**src/rtl/jedro_1_writeback_if.sv**
```systemverilog
`default_nettype none
// ----------------------------------------------------------------------------
// | Module   : jedro_1_writeback_if                                          |
// | Purpose  : Bundles the LSU issue/return, ALU handshake and register-file |
// |            write signals of the jedro-1 writeback stage.                 |
// | Revision : 1.0 - initial release                                         |
// ----------------------------------------------------------------------------
interface jedro_1_writeback_if;
  logic        iss_valid_i;
  logic [3:0]  iss_ctrl_i;
  logic [1:0]  iss_off_i;
  logic        lsu_valid_i;
  logic [31:0] lsu_rdata_i;
  logic [4:0]  lsu_regdest_i;
  logic        alu_valid_i;
  logic        alu_ready_o;
  logic [31:0] alu_wdata_i;
  logic [4:0]  alu_regdest_i;
  logic        rf_we_o;
  logic [4:0]  rf_waddr_o;
  logic [31:0] rf_wdata_o;
  logic [1:0]  loads_pend_o;

  // Pipeline side: drives issue/return/ALU, observes the write port.
  modport master (
    output iss_valid_i, iss_ctrl_i, iss_off_i,
    output lsu_valid_i, lsu_rdata_i, lsu_regdest_i,
    output alu_valid_i, alu_wdata_i, alu_regdest_i,
    input  alu_ready_o, rf_we_o, rf_waddr_o, rf_wdata_o, loads_pend_o
  );

  // Writeback stage side.
  modport slave (
    input  iss_valid_i, iss_ctrl_i, iss_off_i,
    input  lsu_valid_i, lsu_rdata_i, lsu_regdest_i,
    input  alu_valid_i, alu_wdata_i, alu_regdest_i,
    output alu_ready_o, rf_we_o, rf_waddr_o, rf_wdata_o, loads_pend_o
  );
endinterface
`default_nettype wire

```
**src/rtl/jedro_1_writeback.sv**
```systemverilog
`default_nettype none
// ----------------------------------------------------------------------------
// | Module   : jedro_1_writeback                                             |
// | Purpose  : Merges formatted LSU load results and ALU results onto the    |
// |            single register-file write port. Loads always win; losing     |
// |            ALU results wait in a small in-order skid FIFO.               |
// | Revision : 1.0 - initial release                                         |
// ----------------------------------------------------------------------------
module jedro_1_writeback #(
  parameter int LOAD_LATENCY  = 3,
  parameter int ALU_BUF_DEPTH = 2
) (
  input  logic               clk_i,
  input  logic               rstn_i,
  jedro_1_writeback_if.slave wb
);
  localparam int PTR_W = $clog2(ALU_BUF_DEPTH);
  localparam int HEAD  = LOAD_LATENCY - 1;

  logic [LOAD_LATENCY-1:0]      meta_valid;
  logic [LOAD_LATENCY-1:0][2:0] meta_f3;
  logic [LOAD_LATENCY-1:0][1:0] meta_off;

  logic [31:0]    fifo_data [ALU_BUF_DEPTH];
  logic [4:0]     fifo_rd   [ALU_BUF_DEPTH];
  logic [PTR_W:0] wr_ptr;
  logic [PTR_W:0] rd_ptr;
  logic           fifo_empty;
  logic           fifo_full;

  logic        load_issue;
  logic        alu_accept;
  logic        push;
  logic        pop;
  logic        sel_valid;
  logic [4:0]  sel_rd;
  logic [31:0] sel_data;
  logic [31:0] load_data;
  logic [7:0]  ld_byte;
  logic [15:0] ld_half;

  // Extra pointer bit distinguishes full from empty when indices match.
  assign fifo_empty     = (wr_ptr == rd_ptr);
  assign fifo_full      = (wr_ptr[PTR_W] != rd_ptr[PTR_W]) &&
                          (wr_ptr[PTR_W-1:0] == rd_ptr[PTR_W-1:0]);
  assign wb.alu_ready_o = rstn_i & ~fifo_full;
  assign alu_accept     = wb.alu_valid_i & wb.alu_ready_o;
  assign load_issue     = wb.iss_valid_i & ~wb.iss_ctrl_i[3];

  // Load metadata travels alongside the LSU so the head matches returning data.
  always_ff @(posedge clk_i) begin
    if (!rstn_i) begin
      meta_valid <= '0;
      meta_f3    <= '0;
      meta_off   <= '0;
    end else begin
      meta_valid[0] <= load_issue;
      meta_f3[0]    <= wb.iss_ctrl_i[2:0];
      meta_off[0]   <= wb.iss_off_i;
      for (int i = 1; i < LOAD_LATENCY; i++) begin
        meta_valid[i] <= meta_valid[i-1];
        meta_f3[i]    <= meta_f3[i-1];
        meta_off[i]   <= meta_off[i-1];
      end
    end
  end

  // Align and extend the returning word; data without an issue record writes zero.
  always_comb begin
    ld_byte = 8'h00;
    case (meta_off[HEAD])
      2'd0:    ld_byte = wb.lsu_rdata_i[7:0];
      2'd1:    ld_byte = wb.lsu_rdata_i[15:8];
      2'd2:    ld_byte = wb.lsu_rdata_i[23:16];
      default: ld_byte = wb.lsu_rdata_i[31:24];
    endcase
    ld_half = meta_off[HEAD][1] ? wb.lsu_rdata_i[31:16] : wb.lsu_rdata_i[15:0];
    case (meta_f3[HEAD])
      3'b000:  load_data = {{24{ld_byte[7]}}, ld_byte};
      3'b100:  load_data = {24'h000000, ld_byte};
      3'b001:  load_data = {{16{ld_half[15]}}, ld_half};
      3'b101:  load_data = {16'h0000, ld_half};
      3'b010:  load_data = wb.lsu_rdata_i;
      default: load_data = 32'h0;
    endcase
    if (!meta_valid[HEAD]) begin
      load_data = 32'h0;
    end
  end

  // Source select: load, then oldest buffered ALU, then ALU bypass.
  always_comb begin
    sel_valid = 1'b0;
    sel_rd    = 5'd0;
    sel_data  = 32'h0;
    pop       = 1'b0;
    push      = alu_accept;
    if (wb.lsu_valid_i) begin
      sel_valid = 1'b1;
      sel_rd    = wb.lsu_regdest_i;
      sel_data  = load_data;
    end else if (!fifo_empty) begin
      sel_valid = 1'b1;
      sel_rd    = fifo_rd[rd_ptr[PTR_W-1:0]];
      sel_data  = fifo_data[rd_ptr[PTR_W-1:0]];
      pop       = 1'b1;
    end else if (alu_accept) begin
      sel_valid = 1'b1;
      sel_rd    = wb.alu_regdest_i;
      sel_data  = wb.alu_wdata_i;
      push      = 1'b0;
    end
  end

  // Skid storage; contents are only meaningful between the pointers.
  always_ff @(posedge clk_i) begin
    if (push) begin
      fifo_data[wr_ptr[PTR_W-1:0]] <= wb.alu_wdata_i;
      fifo_rd[wr_ptr[PTR_W-1:0]]   <= wb.alu_regdest_i;
    end
  end

  // FIFO pointers; reset empties the buffer and drops held ALU results.
  always_ff @(posedge clk_i) begin
    if (!rstn_i) begin
      wr_ptr <= '0;
      rd_ptr <= '0;
    end else begin
      if (push) wr_ptr <= wr_ptr + 1'b1;
      if (pop)  rd_ptr <= rd_ptr + 1'b1;
    end
  end

  // Registered write port; x0 results are consumed without a write.
  always_ff @(posedge clk_i) begin
    if (!rstn_i) begin
      wb.rf_we_o    <= 1'b0;
      wb.rf_waddr_o <= 5'd0;
      wb.rf_wdata_o <= 32'h0;
    end else begin
      wb.rf_we_o <= sel_valid && (sel_rd != 5'd0);
      if (sel_valid) begin
        wb.rf_waddr_o <= sel_rd;
        wb.rf_wdata_o <= sel_data;
      end
    end
  end

  // Outstanding-load counter for the hazard unit, saturating at both ends.
  always_ff @(posedge clk_i) begin
    if (!rstn_i) begin
      wb.loads_pend_o <= 2'd0;
    end else begin
      case ({load_issue, wb.lsu_valid_i})
        2'b10: if (wb.loads_pend_o != 2'd3) wb.loads_pend_o <= wb.loads_pend_o + 2'd1;
        2'b01: if (wb.loads_pend_o != 2'd0) wb.loads_pend_o <= wb.loads_pend_o - 2'd1;
        default: wb.loads_pend_o <= wb.loads_pend_o;
      endcase
    end
  end
endmodule
`default_nettype wire

```
**src/flat_wrapper.sv**
```systemverilog
// flat-port wrapper written by rule: the top's interface ports become plain ports
module jedro_1_writeback_flat 
#(
  parameter int LOAD_LATENCY  = 3,
  parameter int ALU_BUF_DEPTH = 2
)
  (clk_i, rstn_i, wb_iss_valid_i, wb_iss_ctrl_i, wb_iss_off_i, wb_lsu_valid_i, wb_lsu_rdata_i, wb_lsu_regdest_i, wb_alu_valid_i, wb_alu_wdata_i, wb_alu_regdest_i, wb_alu_ready_o, wb_rf_we_o, wb_rf_waddr_o, wb_rf_wdata_o, wb_loads_pend_o);
  jedro_1_writeback_if wb_i ();
  input  logic clk_i;
  input  logic rstn_i;
  input wire logic [$bits(wb_i.iss_valid_i)-1:0] wb_iss_valid_i;
  input wire logic [$bits(wb_i.iss_ctrl_i)-1:0] wb_iss_ctrl_i;
  input wire logic [$bits(wb_i.iss_off_i)-1:0] wb_iss_off_i;
  input wire logic [$bits(wb_i.lsu_valid_i)-1:0] wb_lsu_valid_i;
  input wire logic [$bits(wb_i.lsu_rdata_i)-1:0] wb_lsu_rdata_i;
  input wire logic [$bits(wb_i.lsu_regdest_i)-1:0] wb_lsu_regdest_i;
  input wire logic [$bits(wb_i.alu_valid_i)-1:0] wb_alu_valid_i;
  input wire logic [$bits(wb_i.alu_wdata_i)-1:0] wb_alu_wdata_i;
  input wire logic [$bits(wb_i.alu_regdest_i)-1:0] wb_alu_regdest_i;
  output wire logic [$bits(wb_i.alu_ready_o)-1:0] wb_alu_ready_o;
  output wire logic [$bits(wb_i.rf_we_o)-1:0] wb_rf_we_o;
  output wire logic [$bits(wb_i.rf_waddr_o)-1:0] wb_rf_waddr_o;
  output wire logic [$bits(wb_i.rf_wdata_o)-1:0] wb_rf_wdata_o;
  output wire logic [$bits(wb_i.loads_pend_o)-1:0] wb_loads_pend_o;
  assign wb_i.iss_valid_i = wb_iss_valid_i;
  assign wb_i.iss_ctrl_i = wb_iss_ctrl_i;
  assign wb_i.iss_off_i = wb_iss_off_i;
  assign wb_i.lsu_valid_i = wb_lsu_valid_i;
  assign wb_i.lsu_rdata_i = wb_lsu_rdata_i;
  assign wb_i.lsu_regdest_i = wb_lsu_regdest_i;
  assign wb_i.alu_valid_i = wb_alu_valid_i;
  assign wb_i.alu_wdata_i = wb_alu_wdata_i;
  assign wb_i.alu_regdest_i = wb_alu_regdest_i;
  assign wb_alu_ready_o = wb_i.alu_ready_o;
  assign wb_rf_we_o = wb_i.rf_we_o;
  assign wb_rf_waddr_o = wb_i.rf_waddr_o;
  assign wb_rf_wdata_o = wb_i.rf_wdata_o;
  assign wb_loads_pend_o = wb_i.loads_pend_o;
  jedro_1_writeback #(.LOAD_LATENCY(LOAD_LATENCY), .ALU_BUF_DEPTH(ALU_BUF_DEPTH)) u_core (.clk_i(clk_i), .rstn_i(rstn_i), .wb(wb_i));
endmodule
```
**config.mk**
```make
export PLATFORM = sky130hd
export DESIGN_NAME = jedro_1_writeback_flat
export DESIGN_NICKNAME = d
export VERILOG_FILES = /design/src/rtl/jedro_1_writeback_if.sv /design/src/rtl/jedro_1_writeback.sv /design/src/flat_wrapper.sv
export SDC_FILE = /design/constraint.sdc
export NUM_CORES = 1
export LEC_CHECK = 0
export ABC_AREA = 1
export BUFFER_PORTS_ARGS = -buffer_cell sky130_fd_sc_hd__buf_2
export CAP_MARGIN = 20
export CORE_MARGIN = 2
export CORE_UTILIZATION = 40
export DETAILED_ROUTE_END_ITERATION = 16
export GPL_ROUTABILITY_DRIVEN = 0
export GPL_TIMING_DRIVEN = 0
export PLACE_DENSITY_LB_ADDON = 0.2
export SLEW_MARGIN = 20
export SYNTH_ARGS = -nofsm -noshare
export SYNTH_HDL_FRONTEND = slang
export SYNTH_SLANG_ARGS = --single-unit
```
**constraint.sdc**
```tcl
create_clock -name clk_i -period 6.2 [get_ports clk_i]
set_input_delay 0 -clock clk_i [delete_from_list [all_inputs] [get_ports clk_i]]
set_output_delay 0 -clock clk_i [all_outputs]
set_load 0.05 [all_outputs]
```
Word level (Yosys, flattened, before mapping):

Memories as Yosys holds them, arrays and structs flattened. A register that Yosys moved wholly into a read port is not among the register bits.
Cells that the tools add are included.

* register bits: 62
* memories kept: 2
* output and inout bits: 41
* input bits: 85
* bits in writable memories: 74

* reductions and logical operators: 8
* bitwise gates (word level): 5
* $add $sub $neg: 4
* mux-type cells: 26
* equality and inequality tests: 14

Memory list
* u_core.fifo_data: depth 2, bits a word 32, read ports 1, clocked after memory_dff 1, wr ports 1, RTL line jedro_1_writeback.sv:24 `logic [31:0] fifo_data [ALU_BUF_DEPTH];`
* u_core.fifo_rd: depth 2, bits a word 5, read ports 1, clocked after memory_dff 1, wr ports 1, RTL line jedro_1_writeback.sv:25 `logic [4:0] fifo_rd [ALU_BUF_DEPTH];`

Operators by type and width (count)
* $pmux W32 S5: 1
* $mux W32: 4
* $pmux W8 S3: 1
* $mux W16: 1
* $mux W5: 3
* $mux W1: 13
* $add A2 B1 Y2 const B: 3
* $eq A3 B3 Y1 const B: 2
* $reduce_bool A5 Y1: 1
* $eq A2 B1 Y1 const B: 2
* $eq A2 B2 Y1 const B: 2
* $mux W2: 2
* $ne A2 B1 Y1 const B: 2
* $pmux W2 S2: 1
* $reduce_bool A2 Y1: 2
* $and A1 B1 Y1: 3
* $eq A3 B1 Y1 const B: 1
* $eq A3 B2 Y1 const B: 1
* $logic_not A3 Y1: 1
* $reduce_and A3 Y1: 1
* $eq A2 B2 Y1: 1
* $logic_and A1 B1 Y1: 2
* $logic_not A2 Y1: 1
* $ne A2 B2 Y1 const B: 1
* other kinds (4): 5

Logic depth before layout (Yosys ltp):

* word-level depth: 10
* depth in mapped cells: 11

Worst setup path before layout:

No wires, ideal clock.

* kind: register to register
* start: reg u_core.wr_ptr[0]
* end: mem u_core.fifo_data[1][0], enable pin
* data required time: 5.766 ns
* stages on the path, launching flop included: 9
* buffers on the path: 0
* arrival time: 2.537 ns
* period minus slack after synthesis: 2.971 ns
* library setup time: 0.434 ns
* setup slack: 3.229 ns
* cells stage by stage: dfxtp_1 inv_2 nand2_2 nand2_4 nand2_2 nand3_4 inv_1 nand2_1 nor2_1

* longest elaborated chain between the ends: 9

RTL lines
* start, declared: RTL line jedro_1_writeback.sv:26 `logic [PTR_W:0] wr_ptr;`
* start signal, assigned: RTL line jedro_1_writeback.sv:129 `if (push) wr_ptr <= wr_ptr + 1'b1;`
* $eq A1 B1 Y1: RTL line jedro_1_writeback.sv:45 `(wr_ptr[PTR_W-1:0] == rd_ptr[PTR_W-1:0]);`
* $logic_and A1 B1 Y1: RTL line jedro_1_writeback.sv:44 `assign fifo_full = (wr_ptr[PTR_W] != rd_ptr[PTR_W]) &&`
* $not A1 Y1: RTL line jedro_1_writeback.sv:46 `assign wb.alu_ready_o = rstn_i & ~fifo_full;`
* $and A1 B1 Y1: RTL line jedro_1_writeback.sv:46
* $and A1 B1 Y1: RTL line jedro_1_writeback.sv:47 `assign alu_accept = wb.alu_valid_i & wb.alu_ready_o;`
* $mux W1: RTL line jedro_1_writeback.sv:102 `end else if (!fifo_empty) begin`
* $mux W1: RTL line jedro_1_writeback.sv:98 `if (wb.lsu_valid_i) begin`
* $mux W1: RTL line jedro_1_writeback.sv:117 `if (push) begin`
* $mux W1 (not written as such): RTL line jedro_1_writeback.sv:118 `fifo_data[wr_ptr[PTR_W-1:0]] <= wb.alu_wdata_i;`
* end, declared: RTL line jedro_1_writeback.sv:24

Parallel ways exist; a longest one is shown, timed or not.

Worst setup path in the final report:

* start: reg u_core.wr_ptr[0]
* end: mem u_core.fifo_data[0][17], enable pin

Same word-level chain as after synthesis.

==> results.py <==
metrics = {
    "timing": {
        "finalHoldViolCount": 0,
        "timing.fmax_ghz": 0.430,
        "slew-limit-headroom": 0.550,
        "setup_viol": 0,
        "finalMaxSlewViolations": 0,
        "period_minus_slack_ps": 2330,
        "fin_crit_sh": 0.375,
        "fin_skew_ps": 12.3,
        "worstMarginPinSlew_ps": 673,
        "rsz0062_at_grt": "false",
        "fin_tns_setup_ps": 0,
    },
    "setup_path": {
        "path_max_fanout": 20,
        "cp-end-kind": "register",
        "cp.arrival_ps": 2450,
        "required_ps": 6320,
        "critPathKind": "reg2reg",
        "critPathLaunchType": "register",
    },
    "grt": {
        "grt_max_degree": 21,
        "antenna_found_initial": 0,
        "overflow": 0,
        "grt_pass1_vias": 5398,
        "grt_pass1_wl_um": 27400,
        "gr-usage-all-layers": 0.217,
    },
    "finish": {
        "syn_to_final_growth_pct": 35.3,
        "layout-drive-gt1-share": 0.216,
        "final_nets": 1014,
        "diodes": 0,
        "fillerInstances": 1415,
        "finalInstanceArea_um2": 8480,
    },
    "pwr": {
        "p_leak_nw": 3.65,
        "ir_drop_v": 0.000177,
        "p_per_area_nw_per_um2": 301,
    },
    "synthesis": {
        "avgSynthCellArea_um2": 8.74,
        "synthArstFlopShare": 0,
        "synth_simple_gate_area_share": 0.199,
        "synth_cell_types": 33,
        "synth_top_family_by_area": "simple AND/OR/NAND/NOR gates",
        "synth_edf_count": 74,
        "synthAdderAreaFrac": 0.00399,
        "postSynthCellCount": 717,
        "synth_common_cells": "nand2_1 (179), o21ai_0 (97), edfxtp_1 (74), nor2_1 (65), dfxtp_1 (63)",
        "synth-xor-area-share": 0.00140,
        "yosys-mux-area-fraction": 0.0479,
        "yosysWarningCount": 0,
        "yosys.area.top_type_share": 0.354,
        "yosysMostFrequentCell": "nand2_1",
        "synth_fp_nets": 804,
        "synth_top_flop_cell": "edfxtp_1",
        "synth_seq_area_share": 0.556,
        "ys_ff_latch": 137,
        "syn_area_um2": 6270,
        "synth_area_leaders": "edfxtp_1 (35%), dfxtp_1 (20%), nand2_1 (11%), o21ai_0 (7.7%), mux2i_1 (4.8%)",
        "synth_compound_area_frac": 0.129,
        "yosysTopAreaCell": "edfxtp_1",
    },
    "clock_tree": {
        "postCtsHoldBufs": 63,
        "cts_tree": "yes",
        "clkSinkCount": 137,
        "clkTransAtPathRegs_ps": 60,
        "cts.path.max_buffers": 2,
        "cts_buffers": 17,
        "clk_latency_ps": 430,
        "htreeDepth": 4,
        "cts_resized": 0,
        "cts_root_buf": "clkbuf_16",
        "postCtsSetupRepairBufs": 0,
    },
    "routing": {
        "routedWlPerCell_um": 15.5,
        "drt_wl_total_um": 17800,
        "num_vias": 5699,
        "firstDrtPassIters": 5,
        "drc": 0,
        "antenna_left": 0,
        "drt-initial-drc-count": 399,
        "vias_per_cell": 4.95,
    },
    "die": {
        "die_w_um": 129,
        "die_h_um": 129,
        "dieArea_um2": 16700,
        "rows": 45,
        "start_util": 0.411,
        "ios": 126,
        "core-area_um2": 15300,
    },
    "flow_run": {
        "drv_cap": 0,
    },
    "placed_design": {
        "place_area_um2": 7260,
        "numPortBuffers": 125,
        "hpwl_um": 12600,
    },
    "status": {
        "status": "finished, final reports clean",
    },
    "min_path": {
        "holdCritPathClass": "in2reg",
    },
}
==> area by class of cell <==
cell class,count,area [um^2],share of cell area
Clock buffer,23,510,0.0602
Timing Repair Buffer,191,1340,0.158
Buffer,34,173,0.0204
Tap cell,211,264,0.0311
Inverter,59,224,0.0264
Multi-Input combinational cell,487,2400,0.284
Clock inverter,9,83.8,0.00988
Sequential cell,137,3480,0.411
==> layer usage <==
layer	track usage	wire length (um)	vias up
li1	-	-	2826
met1	0.290	8130	2652
met2	0.348	8280	194
met3	0.0421	1070	27
met4	0.0863	316	0
met5	0	0	-
==> report_power, final <==
group | switching (mW) | leakage [nW] | internal [mW]
clock network | 0.379 | 0.298 | 0.620
registers | 0.0292 | 1.19 | 1.02
logic | 0.342 | 2.16 | 0.165
total | 0.751 | 3.65 | 1.80
==> worst max-delay path, stage by stage, from the launching register on <==
cell and delay (ps):
dfxtp_1 450, inv_2 100, nand2_2 90, nand2_4 80, nand2_2 100, nand3_4 140
inv_1 110, nand2_1 140, nor2_4 560, buf_16 250
==> placed cells by master (no fill, tap or decap), types with 3 or more instances in the layout <==
cell type / n
inv_2: 4
nand4_1: 3
o211ai_1: 4
o21ai_1: 8
nand2_4: 3
nand3_1: 34
clkbuf_1: 11
inv_1: 53
buf_16: 3
clkinv_4: 3
dlygate4sd3_1: 63
buf_4: 6
a21oi_1: 44
clkinv_2: 3
dfxtp_1: 63
inv_4: 3
o21ai_0: 97
buf_2: 141
nand2_1: 179
edfxtp_1: 74
nand2_2: 5
clkbuf_16: 19
mux2i_1: 30
nor2_1: 63
==> per-stage QoR <==
step           cells   util  total power, mW  worst slack, ps  hold WS, ps
4_1_cts         1151  0.556             2.57             3850        0.922
3_5_place_dp    1056  0.476             1.54             3860          192
6_report        1151  0.556             2.55             3870         9.80
5_1_grt         1151  0.556             2.65             3670         29.3
3_3_place_gp    1053  0.469             1.53             1890          187
2_1_floorplan    717      -             1.39             3230         97.6
==> cells by family after synthesis <==
| family | Yosys count |
|---|---|
| xor gates and xnor gates | 1 |
| adders and majority gates | 2 |
| DFF | 137 |
| muxes | 30 |
| and+or+nand+nor | 297 |
| buffers and inverters | 93 |
| AOI/OAI and AO/OA | 157 |
==> registers in the layout, summed over array words and instances, names as in the netlist, named ones only <==
| register | count |
|---|---|
| u_core.wr_ptr | 2 |
| u_core.wb.loads_pend_o | 2 |
| u_core.wb.rf_wdata_o | 32 |
| u_core.wb.rf_waddr_o | 5 |
| u_core.meta_f3 | 9 |
| u_core.rd_ptr | 2 |
| u_core.meta_valid | 3 |
| u_core.meta_off | 6 |
| u_core.wb.rf_we_o | 1 |
| u_core.fifo_data | 64 |
| u_core.fifo_rd | 10 |
==> path summary, 6_finish.rpt <==
kind | depth (start not counted) | to | start | slack, ps
worst max-delay path | 9 | u_core.fifo_data[0][17] | u_core.wr_ptr[0] | 3870
worst min-delay path | 5 | u_core.wb.rf_wdata_o[10] | wb_lsu_rdata_i[10] | 10
worst max register to register | 9 | u_core.fifo_data[0][17] | u_core.wr_ptr[0] | 3870
worst min register to register | 2 | u_core.meta_off[4] | u_core.meta_off[2] | 410
No activity file was read; power rests on OpenSTA's default activity.
